$ cat src/rtl/asg_pkg.sv
// Shared types and constants for the alternating-step keystream generator.
package asg_pkg;

  typedef enum logic [1:0] {
    StUnseeded,
    StWarmup,
    StRun
  } asg_state_e;

  localparam logic [1:0] SelNone = 2'b00;
  localparam logic [1:0] SelR1   = 2'b01;
  localparam logic [1:0] SelR2   = 2'b10;
  localparam logic [1:0] SelR3   = 2'b11;

  localparam logic [16:0] Taps1Default = 17'h12000;
  localparam logic [18:0] Taps2Default = 19'h72000;
  localparam logic [22:0] Taps3Default = 23'h420000;

endpackage

$ cat src/rtl/asg_keystream_if.sv
// Seed-load and keystream handshake bundle between key logic, generator and consumer.
interface asg_keystream_if #(
  parameter int unsigned OUT_W = 8
);
  logic             seed_we;
  logic [1:0]       seed_sel;
  logic [31:0]      seed_data;
  logic [OUT_W-1:0] ks_data;
  logic             ks_valid;
  logic             ks_ready;

  modport master (
    output seed_we,
    output seed_sel,
    output seed_data,
    output ks_ready,
    input  ks_data,
    input  ks_valid
  );

  modport slave (
    input  seed_we,
    input  seed_sel,
    input  seed_data,
    input  ks_ready,
    output ks_data,
    output ks_valid
  );
endinterface

$ cat src/rtl/asg_lfsr.sv
// Fibonacci LFSR with parallel load; a zero load value is replaced by 1 so the
// register can never lock up in the all-zero state.
module asg_lfsr #(
  parameter int unsigned  L    = 17,
  parameter logic [L-1:0] TAPS = '1
) (
  input  logic         clk,
  input  logic         reset,
  input  logic         load,
  input  logic [L-1:0] load_val,
  input  logic         step,
  output logic         msb,
  output logic [L-1:0] state
);

  logic [L-1:0] state_q, state_d;

  always_comb begin
    state_d = state_q;
    if (load) begin
      state_d = (load_val == '0) ? {{(L-1){1'b0}}, 1'b1} : load_val;
    end else if (step) begin
      state_d = {state_q[L-2:0], ^(state_q & TAPS)};
    end
  end

  always_ff @(posedge clk) begin
    if (reset) begin
      state_q <= '0;
    end else begin
      state_q <= state_d;
    end
  end

  assign msb   = state_q[L-1];
  assign state = state_q;

endmodule

$ cat src/rtl/asg_keystream.sv
// Alternating-step keystream generator: seeding FSM, warm-up discard and
// OUT_W-bit word packer with valid/ready back-pressure.
module asg_keystream
  import asg_pkg::*;
#(
  parameter int unsigned   L1    = 17,
  parameter int unsigned   L2    = 19,
  parameter int unsigned   L3    = 23,
  parameter logic [L1-1:0] TAPS1 = L1'(Taps1Default),
  parameter logic [L2-1:0] TAPS2 = L2'(Taps2Default),
  parameter logic [L3-1:0] TAPS3 = L3'(Taps3Default),
  parameter int unsigned   WARM  = 64,
  parameter int unsigned   OUT_W = 8
) (
  input  logic             clk,
  input  logic             reset,
  asg_keystream_if.slave   bus,
  input  logic             enable,
  output logic             running,
  output logic [2:0]       seeded
);

  localparam int unsigned CntW     = (OUT_W > 1) ? $clog2(OUT_W) : 1;
  localparam logic [CntW-1:0] CntLast  = CntW'(OUT_W - 1);
  localparam logic [15:0]     WarmLast = 16'(WARM - 1);

  asg_state_e       state_q, state_d;
  logic [15:0]      warm_q, warm_d;
  logic [2:0]       seeded_q, seeded_d;
  logic [OUT_W-1:0] acc_q, acc_d;
  logic [CntW-1:0]  cnt_q, cnt_d;
  logic [OUT_W-1:0] ks_data_q, ks_data_d;
  logic             ks_valid_q, ks_valid_d;

  logic          seed_wr, step_asg;
  logic [2:0]    sel_onehot;
  logic          r1_msb, r2_msb, r3_msb;
  logic          r2_step, r3_step;
  logic [L1-1:0] r1_state;
  logic [L2-1:0] r2_state;
  logic [L3-1:0] r3_state;
  logic          ks_bit;
  logic [OUT_W-1:0] acc_shift;
  logic          unused_bits;

  assign seed_wr = bus.seed_we && (bus.seed_sel != SelNone);

  always_comb begin
    sel_onehot = 3'b000;
    unique case (bus.seed_sel)
      SelR1:   sel_onehot = 3'b001;
      SelR2:   sel_onehot = 3'b010;
      SelR3:   sel_onehot = 3'b100;
      default: sel_onehot = 3'b000;
    endcase
  end

  // R1's pre-step msb picks which of R2/R3 advances this step.
  assign r2_step = step_asg && r1_msb;
  assign r3_step = step_asg && !r1_msb;

  asg_lfsr #(.L(L1), .TAPS(TAPS1)) u_r1 (
    .clk      (clk),
    .reset    (reset),
    .load     (seed_wr && sel_onehot[0]),
    .load_val (bus.seed_data[L1-1:0]),
    .step     (step_asg),
    .msb      (r1_msb),
    .state    (r1_state)
  );

  asg_lfsr #(.L(L2), .TAPS(TAPS2)) u_r2 (
    .clk      (clk),
    .reset    (reset),
    .load     (seed_wr && sel_onehot[1]),
    .load_val (bus.seed_data[L2-1:0]),
    .step     (r2_step),
    .msb      (r2_msb),
    .state    (r2_state)
  );

  asg_lfsr #(.L(L3), .TAPS(TAPS3)) u_r3 (
    .clk      (clk),
    .reset    (reset),
    .load     (seed_wr && sel_onehot[2]),
    .load_val (bus.seed_data[L3-1:0]),
    .step     (r3_step),
    .msb      (r3_msb),
    .state    (r3_state)
  );

  // Output bit uses post-step msbs: a stepping register's next msb is its current bit L-2.
  assign ks_bit = (r2_step ? r2_state[L2-2] : r2_msb) ^ (r3_step ? r3_state[L3-2] : r3_msb);
  assign acc_shift = OUT_W'({acc_q, ks_bit});

  always_comb begin
    state_d    = state_q;
    warm_d     = warm_q;
    seeded_d   = seeded_q;
    acc_d      = acc_q;
    cnt_d      = cnt_q;
    ks_data_d  = ks_data_q;
    ks_valid_d = ks_valid_q;
    step_asg   = 1'b0;

    if (ks_valid_q && bus.ks_ready) begin
      ks_valid_d = 1'b0;
    end

    if (seed_wr) begin
      seeded_d   = seeded_q | sel_onehot;
      acc_d      = '0;
      cnt_d      = '0;
      ks_valid_d = 1'b0;
      warm_d     = '0;
      if (&seeded_d) begin
        state_d = (WARM == 0) ? StRun : StWarmup;
      end else begin
        state_d = StUnseeded;
      end
    end else begin
      unique case (state_q)
        StUnseeded: ;
        StWarmup: begin
          if (enable && !bus.seed_we) begin
            step_asg = 1'b1;
            warm_d   = warm_q + 16'd1;
            if (warm_q == WarmLast) begin
              state_d = StRun;
            end
          end
        end
        StRun: begin
          if (enable && !(ks_valid_q && !bus.ks_ready) && !bus.seed_we) begin
            step_asg = 1'b1;
            acc_d    = acc_shift;
            if (cnt_q == CntLast) begin
              ks_data_d  = acc_shift;
              ks_valid_d = 1'b1;
              cnt_d      = '0;
            end else begin
              cnt_d = cnt_q + CntW'(1);
            end
          end
        end
        default: state_d = StUnseeded;
      endcase
    end
  end

  always_ff @(posedge clk) begin
    if (reset) begin
      state_q    <= StUnseeded;
      warm_q     <= '0;
      seeded_q   <= '0;
      acc_q      <= '0;
      cnt_q      <= '0;
      ks_data_q  <= '0;
      ks_valid_q <= 1'b0;
    end else begin
      state_q    <= state_d;
      warm_q     <= warm_d;
      seeded_q   <= seeded_d;
      acc_q      <= acc_d;
      cnt_q      <= cnt_d;
      ks_data_q  <= ks_data_d;
      ks_valid_q <= ks_valid_d;
    end
  end

  assign bus.ks_data  = ks_data_q;
  assign bus.ks_valid = ks_valid_q;
  assign running      = (state_q == StRun);
  assign seeded       = seeded_q;

  assign unused_bits = ^{bus.seed_data, r1_state};

endmodule

$ cat src/flat_wrapper.sv
// flat-port wrapper written by rule: the top's interface ports become plain ports
module asg_keystream_flat import asg_pkg::*;
#(
  parameter int unsigned   L1    = 17,
  parameter int unsigned   L2    = 19,
  parameter int unsigned   L3    = 23,
  parameter logic [L1-1:0] TAPS1 = L1'(Taps1Default),
  parameter logic [L2-1:0] TAPS2 = L2'(Taps2Default),
  parameter logic [L3-1:0] TAPS3 = L3'(Taps3Default),
  parameter int unsigned   WARM  = 64,
  parameter int unsigned   OUT_W = 8
)
  (clk, reset, enable, running, seeded, bus_seed_we, bus_seed_sel, bus_seed_data, bus_ks_ready, bus_ks_data, bus_ks_valid);
  asg_keystream_if #(.OUT_W(OUT_W)) bus_i ();
  input  logic clk;
  input  logic reset;
  input  logic enable;
  output logic running;
  output logic [2:0] seeded;
  input wire logic [$bits(bus_i.seed_we)-1:0] bus_seed_we;
  input wire logic [$bits(bus_i.seed_sel)-1:0] bus_seed_sel;
  input wire logic [$bits(bus_i.seed_data)-1:0] bus_seed_data;
  input wire logic [$bits(bus_i.ks_ready)-1:0] bus_ks_ready;
  output wire logic [$bits(bus_i.ks_data)-1:0] bus_ks_data;
  output wire logic [$bits(bus_i.ks_valid)-1:0] bus_ks_valid;
  assign bus_i.seed_we = bus_seed_we;
  assign bus_i.seed_sel = bus_seed_sel;
  assign bus_i.seed_data = bus_seed_data;
  assign bus_i.ks_ready = bus_ks_ready;
  assign bus_ks_data = bus_i.ks_data;
  assign bus_ks_valid = bus_i.ks_valid;
  asg_keystream #(.L1(L1), .L2(L2), .L3(L3), .TAPS1(TAPS1), .TAPS2(TAPS2), .TAPS3(TAPS3), .WARM(WARM), .OUT_W(OUT_W)) u_core (.clk(clk), .reset(reset), .bus(bus_i), .enable(enable), .running(running), .seeded(seeded));
endmodule
$ cat config.mk
export PLATFORM = sky130hd
export DESIGN_NAME = asg_keystream_flat
export DESIGN_NICKNAME = d
export VERILOG_FILES = /design/src/rtl/asg_pkg.sv /design/src/rtl/asg_keystream_if.sv /design/src/rtl/asg_lfsr.sv /design/src/rtl/asg_keystream.sv /design/src/flat_wrapper.sv
export SDC_FILE = /design/constraint.sdc
export NUM_CORES = 1
export LEC_CHECK = 0
export ABC_AREA = 1
export BUFFER_PORTS_ARGS = -buffer_cell sky130_fd_sc_hd__buf_2
export CORE_MARGIN = 2
export CORE_UTILIZATION = 40
export DETAILED_ROUTE_END_ITERATION = 10
export PLACE_DENSITY = 0.7
export SYNTH_ARGS = -nofsm -noshare
export SYNTH_HDL_FRONTEND = slang
export SYNTH_SLANG_ARGS = --single-unit
export TNS_END_PERCENT = 100
$ cat constraint.sdc
create_clock -name clk -period 1.8 [get_ports clk]
set_input_delay 0.18 -clock clk [delete_from_list [all_inputs] [get_ports clk]]
set_output_delay 0.18 -clock clk [all_outputs]
set_load 0.01 [all_outputs]
==> results of run 1 <==
==> worst min-delay path: cells and delay by family <==
| kind | cells | cell delay, ns |
|---|---|---|
| compound gates | 1 | 0.09 |
| buf+inv | 2 | 0.15 |
==> layout make-up <==
cell class,count,share of cell area
multi-input cells,442,0.435
flip-flops and latches,99,0.371
repair buffers,55,0.0583
inverters,68,0.0487
clock buffers,11,0.0454
well taps,143,0.0335
clock inverters,5,0.00843
==> timing repair <==
item / CTS / global route
cloned: 0 / 2
gates resized for setup: 1 / 9
setup buffers: 0 / 1
endpoints found under the setup margin: 1 / 36
==> sequential cells by signal (all words and copies together), names as in the netlist <==
name / cells
u_core.u_r3.state: 23
u_core.seeded: 3
u_core.warm_q: 16
u_core.acc_q: 7
u_core.u_r1.state: 17
u_core.bus.ks_data: 8
u_core.u_r2.state: 19
u_core.state_q: 2
u_core.bus.ks_valid: 1
u_core.cnt_q: 3
==> placed cells by master, fill, tap and decap left out, drive strengths merged, types with 6 or more instances in the layout <==
cell	instances
nand2	147
o21ai	85
nand3	22
clkbuf	11
nand4	12
dfxtp	99
a31oi	34
nor2	59
ha	6
a21oi	44
inv	70
a211oi	12
buf	54
==> cell families after synthesis <==
family | Yosys count | synth area share
DFF | 99 | 0.422
xor gates and xnor gates | 7 | 0.0131
adders and majority gates | 6 | 0.0160
AOI/OAI and AO/OA | 179 | 0.209
buffers and inverters | 100 | 0.0949
and+or+nand+nor | 249 | 0.245
==> through the flow <==
| stage | hold slack, ns | cell area, um2 | cells |
|---|---|---|---|
| after floorplan | 0.328 | 4690 | 640 |
| after CTS | 0.0901 | 5270 | 820 |
| final | 0.0973 | 5340 | 823 |
| after global routing | 0.100 | 5340 | 823 |
| after global placement | 0.449 | 4980 | 804 |
| after detailed placement | 0.456 | 4980 | 804 |
==> worst paths after layout <==
kind	start	end	slack, ns	cells past startpoint
setup / recovery	u_core.state_q[0]	u_core.bus.ks_data[7]	0.06	8
hold / removal	bus_seed_data[22]	u_core.u_r3.state[22]	0.1	3
setup reg to reg	u_core.state_q[0]	u_core.bus.ks_data[7]	0.06	8
hold reg to reg	u_core.u_r1.state[0]	u_core.u_r1.state[0]	0.47	2
==> per-layer routing <==
metal	routed length (um)	vias to the layer above
met4	194	0
li1	-	2211
met3	546	16
met1	4790	1978
met5	0	-
met2	5430	101
==> power by group <==
group	total (uW)	switching (uW)	internal, uW
Clock	1880	882	998
Combinational	407	263	144
Sequential	2310	43.1	2260
Total	4590	1190	3410
==> metrics.txt, run 1 <==
# TYPE chip_impl_metric gauge
chip_impl_metric{name="drt-initial-drc-count",unit=""} 335
chip_impl_info{name="cts_root_buffer",value="sky130_fd_sc_hd__clkbuf_16"} 1
chip_impl_metric{name="pwr_density_cell",unit="nW/um2"} 860
chip_impl_metric{name="multi_input_comb_area",unit="um2"} 2320
chip_impl_metric{name="worst-endpoint-required",unit="ns"} 2.09
chip_impl_metric{name="irDropWorstVdd",unit="mV"} 0.689
chip_impl_info{name="timing.critical_path.cells",value="inv_1 -> ha_2 -> nand3_4 -> buf_4 -> nor2_2 -> clkdlybuf4s15_2 -> o21ai_0 -> nor2_1"} 1
chip_impl_metric{name="post_synth_instance_area",unit="um2"} 4690
chip_impl_metric{name="post-route-period-util",unit=""} 0.968
chip_impl_metric{name="row_count",unit=""} 39
chip_impl_metric{name="finClkSkew",unit="ns"} 0.00867
chip_impl_metric{name="clk-insertion-delay-late",unit="ns"} 0.35
chip_impl_metric{name="synthToLayoutAreaGrowth",unit="%"} 13.8
chip_impl_metric{name="grt_pass1_wl",unit="mm"} 17.7
chip_impl_metric{name="ys_seq_elements",unit=""} 99
chip_impl_metric{name="drtAntennaViolNets",unit=""} 0
chip_impl_metric{name="timing.final.max_slew_violations",unit=""} 0
chip_impl_metric{name="maxClockFrequency",unit="MHz"} 574
chip_impl_metric{name="grt_antenna_before_repair",unit=""} 0
chip_impl_metric{name="finalNetCount",unit=""} 720
chip_impl_info{name="setup.worst_path.end_class",value="flip-flop"} 1
chip_impl_metric{name="ios",unit=""} 52
chip_impl_metric{name="antennaDiodeCount",unit=""} 0
chip_impl_metric{name="yosysTopAreaCellShare",unit=""} 0.422
chip_impl_metric{name="floorplan.die.width",unit="um"} 112
chip_impl_info{name="dominant_cell_type_by_area_after_synthesis",value="sky130_fd_sc_hd__dfxtp_1"} 1
chip_impl_metric{name="fill_count",unit=""} 1152
chip_impl_metric{name="max_stage_delay",unit="ns"} 0.34
chip_impl_info{name="hold_path_class",value="in2reg"} 1
chip_impl_info{name="yosys.cell_count.top_type",value="sky130_fd_sc_hd__nand2_1"} 1
chip_impl_metric{name="postSynthNetCount",unit=""} 685
chip_impl_metric{name="post-route-util",unit=""} 0.468
chip_impl_metric{name="cts_buf_count",unit=""} 9
chip_impl_metric{name="post_route_cells_drive_above_1_share",unit=""} 0.147
chip_impl_metric{name="synth.lib_cells_used.distinct",unit=""} 37
chip_impl_info{name="cts_tree",value="yes"} 1
chip_impl_metric{name="gr-usage-met2",unit=""} 0.296
chip_impl_metric{name="worst_path_setup_slack_after_routing",unit="ns"} 0.0569
chip_impl_metric{name="clkSlewWorstSetupHoldPaths",unit="ns"} 0.07
chip_impl_metric{name="timing.max_slew.rel_slack",unit=""} 0.554
chip_impl_metric{name="place.gp.congestion",unit=""} 0.799
chip_impl_metric{name="drt_first_pass_iters",unit=""} 5
chip_impl_metric{name="final_period_minus_worst_setup_slack",unit="ns"} 1.74
chip_impl_metric{name="detail_route.wirelength",unit="mm"} 11.0
chip_impl_info{name="grt_busiest_layer",value="met2"} 1
chip_impl_metric{name="dpl_worst_slack",unit="ns"} -0.0416
chip_impl_metric{name="global_route.usage.total",unit=""} 0.172
chip_impl_metric{name="synthesis.yosys.warnings",unit=""} 0
chip_impl_metric{name="groute.layer.met3.usage",unit=""} 0.0475
chip_impl_metric{name="cts.path.max_buffers",unit=""} 2
chip_impl_metric{name="setup_viol_count_final",unit=""} 0
chip_impl_metric{name="postSynth.asyncResetShare",unit=""} 0
chip_impl_info{name="synth.top_cells.by_count",value="136 x sky130_fd_sc_hd__nand2_1, 99 x sky130_fd_sc_hd__dfxtp_1, 82 x sky130_fd_sc_hd__o21ai_0, 63 x sky130_fd_sc_hd__inv_1, 55 x sky130_fd_sc_hd__nor2_1"} 1
chip_impl_info{name="worstSetupPathType",value="reg2reg"} 1
chip_impl_metric{name="clkSinkCount",unit=""} 99
chip_impl_metric{name="post_synth_edffs",unit=""} 0
chip_impl_metric{name="grt_start_max_net_pins",unit=""} 59
chip_impl_metric{name="place_hpwl",unit="mm"} 7.60
chip_impl_info{name="outcome",value="completed"} 1
chip_impl_metric{name="syn_inst",unit=""} 640
chip_impl_info{name="path_delay_family",value="buffers and inverters"} 1
chip_impl_info{name="cpMaxStageDelayCell",value="sky130_fd_sc_hd__dfxtp_1"} 1
chip_impl_info{name="post_synth_main_area_contributors",value="sky130_fd_sc_hd__dfxtp_1 42%, sky130_fd_sc_hd__nand2_1 11%, sky130_fd_sc_hd__o21ai_0 8.7%"} 1
chip_impl_metric{name="worst-endpoint-arrival",unit="ns"} 2.03
chip_impl_metric{name="clock_tree.htree_level_count",unit=""} 3
chip_impl_metric{name="tightest_slew",unit="ns"} 0.668
chip_impl_metric{name="p_leak",unit="uW"} 0.00214
chip_impl_metric{name="gr-usage-met1",unit=""} 0.210
chip_impl_metric{name="die_area",unit="um2"} 12600
chip_impl_metric{name="setup_tns",unit="ns"} 0
chip_impl_metric{name="io_buffer_count",unit=""} 42
chip_impl_metric{name="floorplan.die.height",unit="um"} 112
chip_impl_metric{name="post_drt_via_cell_ratio",unit=""} 5.23
chip_impl_metric{name="grt_pass1_vias",unit=""} 3797
chip_impl_metric{name="grt.overflow.total",unit=""} 0
chip_impl_info{name="worst_setup_path_start_kind",value="flip-flop"} 1
chip_impl_metric{name="hold_viol_final",unit=""} 0
chip_impl_metric{name="initial_util",unit=""} 0.411
chip_impl_metric{name="seq_area_frac_synth",unit=""} 0.422
chip_impl_metric{name="crit_fanout",unit=""} 12
chip_impl_metric{name="maxCapViolCount",unit=""} 0
chip_impl_info{name="ys.flop_type",value="sky130_fd_sc_hd__dfxtp_1"} 1
chip_impl_metric{name="wire_per_inst",unit="um"} 13.3
chip_impl_metric{name="cts_hold_repair.buffers",unit=""} 0
chip_impl_info{name="rsz_0062_raised_after_global_routing",value="yes"} 1
chip_impl_metric{name="drcViolationCount",unit=""} 0
chip_impl_metric{name="dr_total_vias",unit=""} 4306
chip_impl_metric{name="core-area",unit="um2"} 11400
chip_impl_metric{name="worst-path-buf-inv",unit=""} 3
chip_impl_metric{name="synthesis.area_per_instance",unit="um2"} 7.33
chip_impl_metric{name="totalPowerFinal",unit="uW"} 4590
chip_impl_metric{name="layout.area.seq",unit="um2"} 1980
Note: power is estimated with default switching activity, not from simulation.
==> run 2, diff against run 1 <==
--- a/config.mk
+++ b/config.mk
@@ -7,6 +7,7 @@
 export LEC_CHECK = 0
 export ABC_AREA = 1
 export BUFFER_PORTS_ARGS = -buffer_cell sky130_fd_sc_hd__buf_2
+export CORE_ASPECT_RATIO = 0.7
 export CORE_MARGIN = 2
 export CORE_UTILIZATION = 40
 export DETAILED_ROUTE_END_ITERATION = 10
==> metrics.txt, run 2 (synthesized netlist as in run 1, its figures left out) <==
# TYPE chip_impl_metric gauge
chip_impl_metric{name="ios",unit=""} 52
chip_impl_metric{name="place.gp.congestion",unit=""} 0.865
chip_impl_info{name="hp-start",value="bus_seed_data[20]"} 1
chip_impl_metric{name="tightest_slew",unit="ns"} 0.580
chip_impl_info{name="cpMaxStageDelayCell",value="sky130_fd_sc_hd__dfxtp_1"} 1
chip_impl_metric{name="fill_count",unit=""} 1162
chip_impl_metric{name="grt.overflow.total",unit=""} 0
chip_impl_info{name="timing.critical_path.cells",value="inv_1 -> ha_1 -> nand3_4 -> nand2_8 -> nand2_4 -> nand2_4 -> buf_4 -> o21ai_0 -> nor2_1"} 1
chip_impl_metric{name="timing.max_slew.rel_slack",unit=""} 0.610
chip_impl_metric{name="maxCapViolCount",unit=""} 0
chip_impl_metric{name="place_hpwl",unit="mm"} 7.93
chip_impl_metric{name="core-area",unit="um2"} 11600
chip_impl_metric{name="grt_pass1_vias",unit=""} 3858
chip_impl_metric{name="maxClockFrequency",unit="MHz"} 601
chip_impl_metric{name="clock_tree.htree_level_count",unit=""} 3
chip_impl_info{name="worst_setup_path_start_kind",value="flip-flop"} 1
chip_impl_info{name="crit_path_frequent_cell",value="sky130_fd_sc_hd__nand2_4"} 1
chip_impl_metric{name="hold_viol_final",unit=""} 0
chip_impl_metric{name="setup_viol_count_final",unit=""} 0
chip_impl_info{name="cts_tree",value="yes"} 1
chip_impl_metric{name="cts.path.max_buffers",unit=""} 2
chip_impl_info{name="rsz_0062_raised_after_global_routing",value="no"} 1
chip_impl_metric{name="crit_fanout",unit=""} 12
chip_impl_metric{name="clk-insertion-delay-late",unit="ns"} 0.34
chip_impl_metric{name="worst-endpoint-required",unit="ns"} 2.03
chip_impl_metric{name="layout.area.seq",unit="um2"} 1980
chip_impl_metric{name="post_drt_via_cell_ratio",unit=""} 5.12
chip_impl_metric{name="grt_pass1_wl",unit="mm"} 18.2
chip_impl_metric{name="io_buffer_count",unit=""} 42
chip_impl_info{name="hold_path_class",value="in2reg"} 1
chip_impl_metric{name="detail_route.wirelength",unit="mm"} 11.0
chip_impl_metric{name="final_cell_count_no_fill",unit=""} 834
chip_impl_metric{name="die_area",unit="um2"} 12600
chip_impl_metric{name="timing.final.max_slew_violations",unit=""} 0
chip_impl_metric{name="post-route-period-util",unit=""} 0.925
chip_impl_info{name="cts_root_buffer",value="sky130_fd_sc_hd__clkbuf_16"} 1
chip_impl_metric{name="cts_hold_repair.buffers",unit=""} 0
chip_impl_info{name="setup.worst_path.end_class",value="flip-flop"} 1
chip_impl_metric{name="global_route.usage.total",unit=""} 0.179
chip_impl_metric{name="synthToLayoutAreaGrowth",unit="%"} 14.6
chip_impl_metric{name="final_period_minus_worst_setup_slack",unit="ns"} 1.67
chip_impl_metric{name="grt_start_max_net_pins",unit=""} 59
chip_impl_metric{name="post_route_cells_drive_above_1_share",unit=""} 0.143
chip_impl_metric{name="finClkSkew",unit="ns"} 0.00671
chip_impl_metric{name="p_leak",unit="uW"} 0.00216
chip_impl_metric{name="clkSinkCount",unit=""} 99
chip_impl_metric{name="post-route-util",unit=""} 0.465
chip_impl_metric{name="drt_first_pass_iters",unit=""} 5
chip_impl_metric{name="row_count",unit=""} 33
chip_impl_info{name="final_cell_mix",value="136 x sky130_fd_sc_hd__nand2_1, 99 x sky130_fd_sc_hd__dfxtp_1, 81 x sky130_fd_sc_hd__o21ai_0"} 1
chip_impl_info{name="worst_setup_path_startpoint",value="u_core.state_q[0]"} 1
chip_impl_metric{name="clkSlewWorstSetupHoldPaths",unit="ns"} 0.07
chip_impl_metric{name="worst-endpoint-arrival",unit="ns"} 1.90
chip_impl_metric{name="initial_util",unit=""} 0.406
chip_impl_metric{name="multi_input_comb_area",unit="um2"} 2290
chip_impl_metric{name="total_placed_cells_including_tap_cells",unit=""} 818
chip_impl_metric{name="max_stage_delay",unit="ns"} 0.36
chip_impl_metric{name="finalNetCount",unit=""} 717
chip_impl_metric{name="cts_buf_count",unit=""} 9
chip_impl_metric{name="irDropWorstVdd",unit="mV"} 0.446
chip_impl_metric{name="fin_hold_ws",unit="ns"} 0.127
chip_impl_metric{name="floorplan.die.width",unit="um"} 133
chip_impl_metric{name="grt_antenna_before_repair",unit=""} 0
chip_impl_metric{name="dr_total_vias",unit=""} 4274
chip_impl_metric{name="drt-initial-drc-count",unit=""} 392
chip_impl_metric{name="drtAntennaViolNets",unit=""} 0
chip_impl_metric{name="antennaDiodeCount",unit=""} 0
chip_impl_info{name="worstSetupPathType",value="reg2reg"} 1
chip_impl_metric{name="floorplan.die.height",unit="um"} 94.6
chip_impl_metric{name="pwr_density_cell",unit="nW/um2"} 916
chip_impl_metric{name="wire_per_inst",unit="um"} 13.2
chip_impl_metric{name="largest_register_ffs",unit=""} 23
chip_impl_info{name="outcome",value="completed"} 1
chip_impl_info{name="mostFrequentLayoutCell",value="sky130_fd_sc_hd__nand2_1"} 1
chip_impl_info{name="worstReg2RegStart",value="u_core.state_q[0]"} 1
chip_impl_metric{name="drcViolationCount",unit=""} 0
## run 2: metrics by stage
| step | TNS [ns] | worst slack [ns] | power (uW) | instance area [um2] |
|---|---|---|---|---|
| after floorplan | 0 | 0.252 | 2630 | 4690 |
| after global placement | 0 | 0.0904 | 2750 | 5010 |
| after detailed placement | -0.00135 | -0.00135 | 2760 | 5010 |
| after CTS | 0 | 0.0708 | 4950 | 5350 |
| after global routing | 0 | 0.00687 | 5110 | 5380 |
| final | 0 | 0.135 | 4920 | 5380 |
## run 2: report_power, final
| group | total [uW] | internal, uW | switching (uW) |
|---|---|---|---|
| clock network | 2210 | 1360 | 849 |
| registers | 2310 | 2260 | 40.3 |
| logic | 413 | 143 | 270 |
| total | 4920 | 3760 | 1160 |
## run 2: layer usage
layer	track usage	vias up	share of wire	wire [um]
li1	-	2194	-	-
met1	0.247	1958	0.49	5400
met2	0.278	108	0.44	4810
met3	0.0435	14	0.064	710
met4	0.0585	0	0.011	123
met5	0	-	0	0
## run 2: path summary, 6_finish.rpt
kind,endpoint,slack (ns),cells past startpoint
worst max-delay path,u_core.u_r1.state[13],0.13,9
worst min-delay path,u_core.u_r3.state[20],0.13,3
worst max register to register,u_core.u_r1.state[13],0.13,9
worst min register to register,u_core.warm_q[15],0.47,2
## run 2: worst max-delay path, delay by kind of cell (launching register included)
kind            cells  cell delay [ns]
buf+inv             2             0.28
simple gates        5             0.48
flops               1             0.36
compound gates      1             0.17
fa+ha+maj           1             0.25
## run 2: cell type report
| cell class | instances | share of cell area |
|---|---|---|
| Timing Repair Buffer | 53 | 0.0568 |
| Clock inverter | 7 | 0.0216 |
| Multi-Input combinational cell | 441 | 0.426 |
| Inverter | 68 | 0.0484 |
| Clock buffer | 9 | 0.0419 |
| Tap cell | 157 | 0.0365 |
| Sequential cell | 99 | 0.369 |
## run 2: timing repair
action,4_1_cts,5_1_grt
setup buffers,0,0
resized for setup,1,6
setup endpoints to repair,1,32
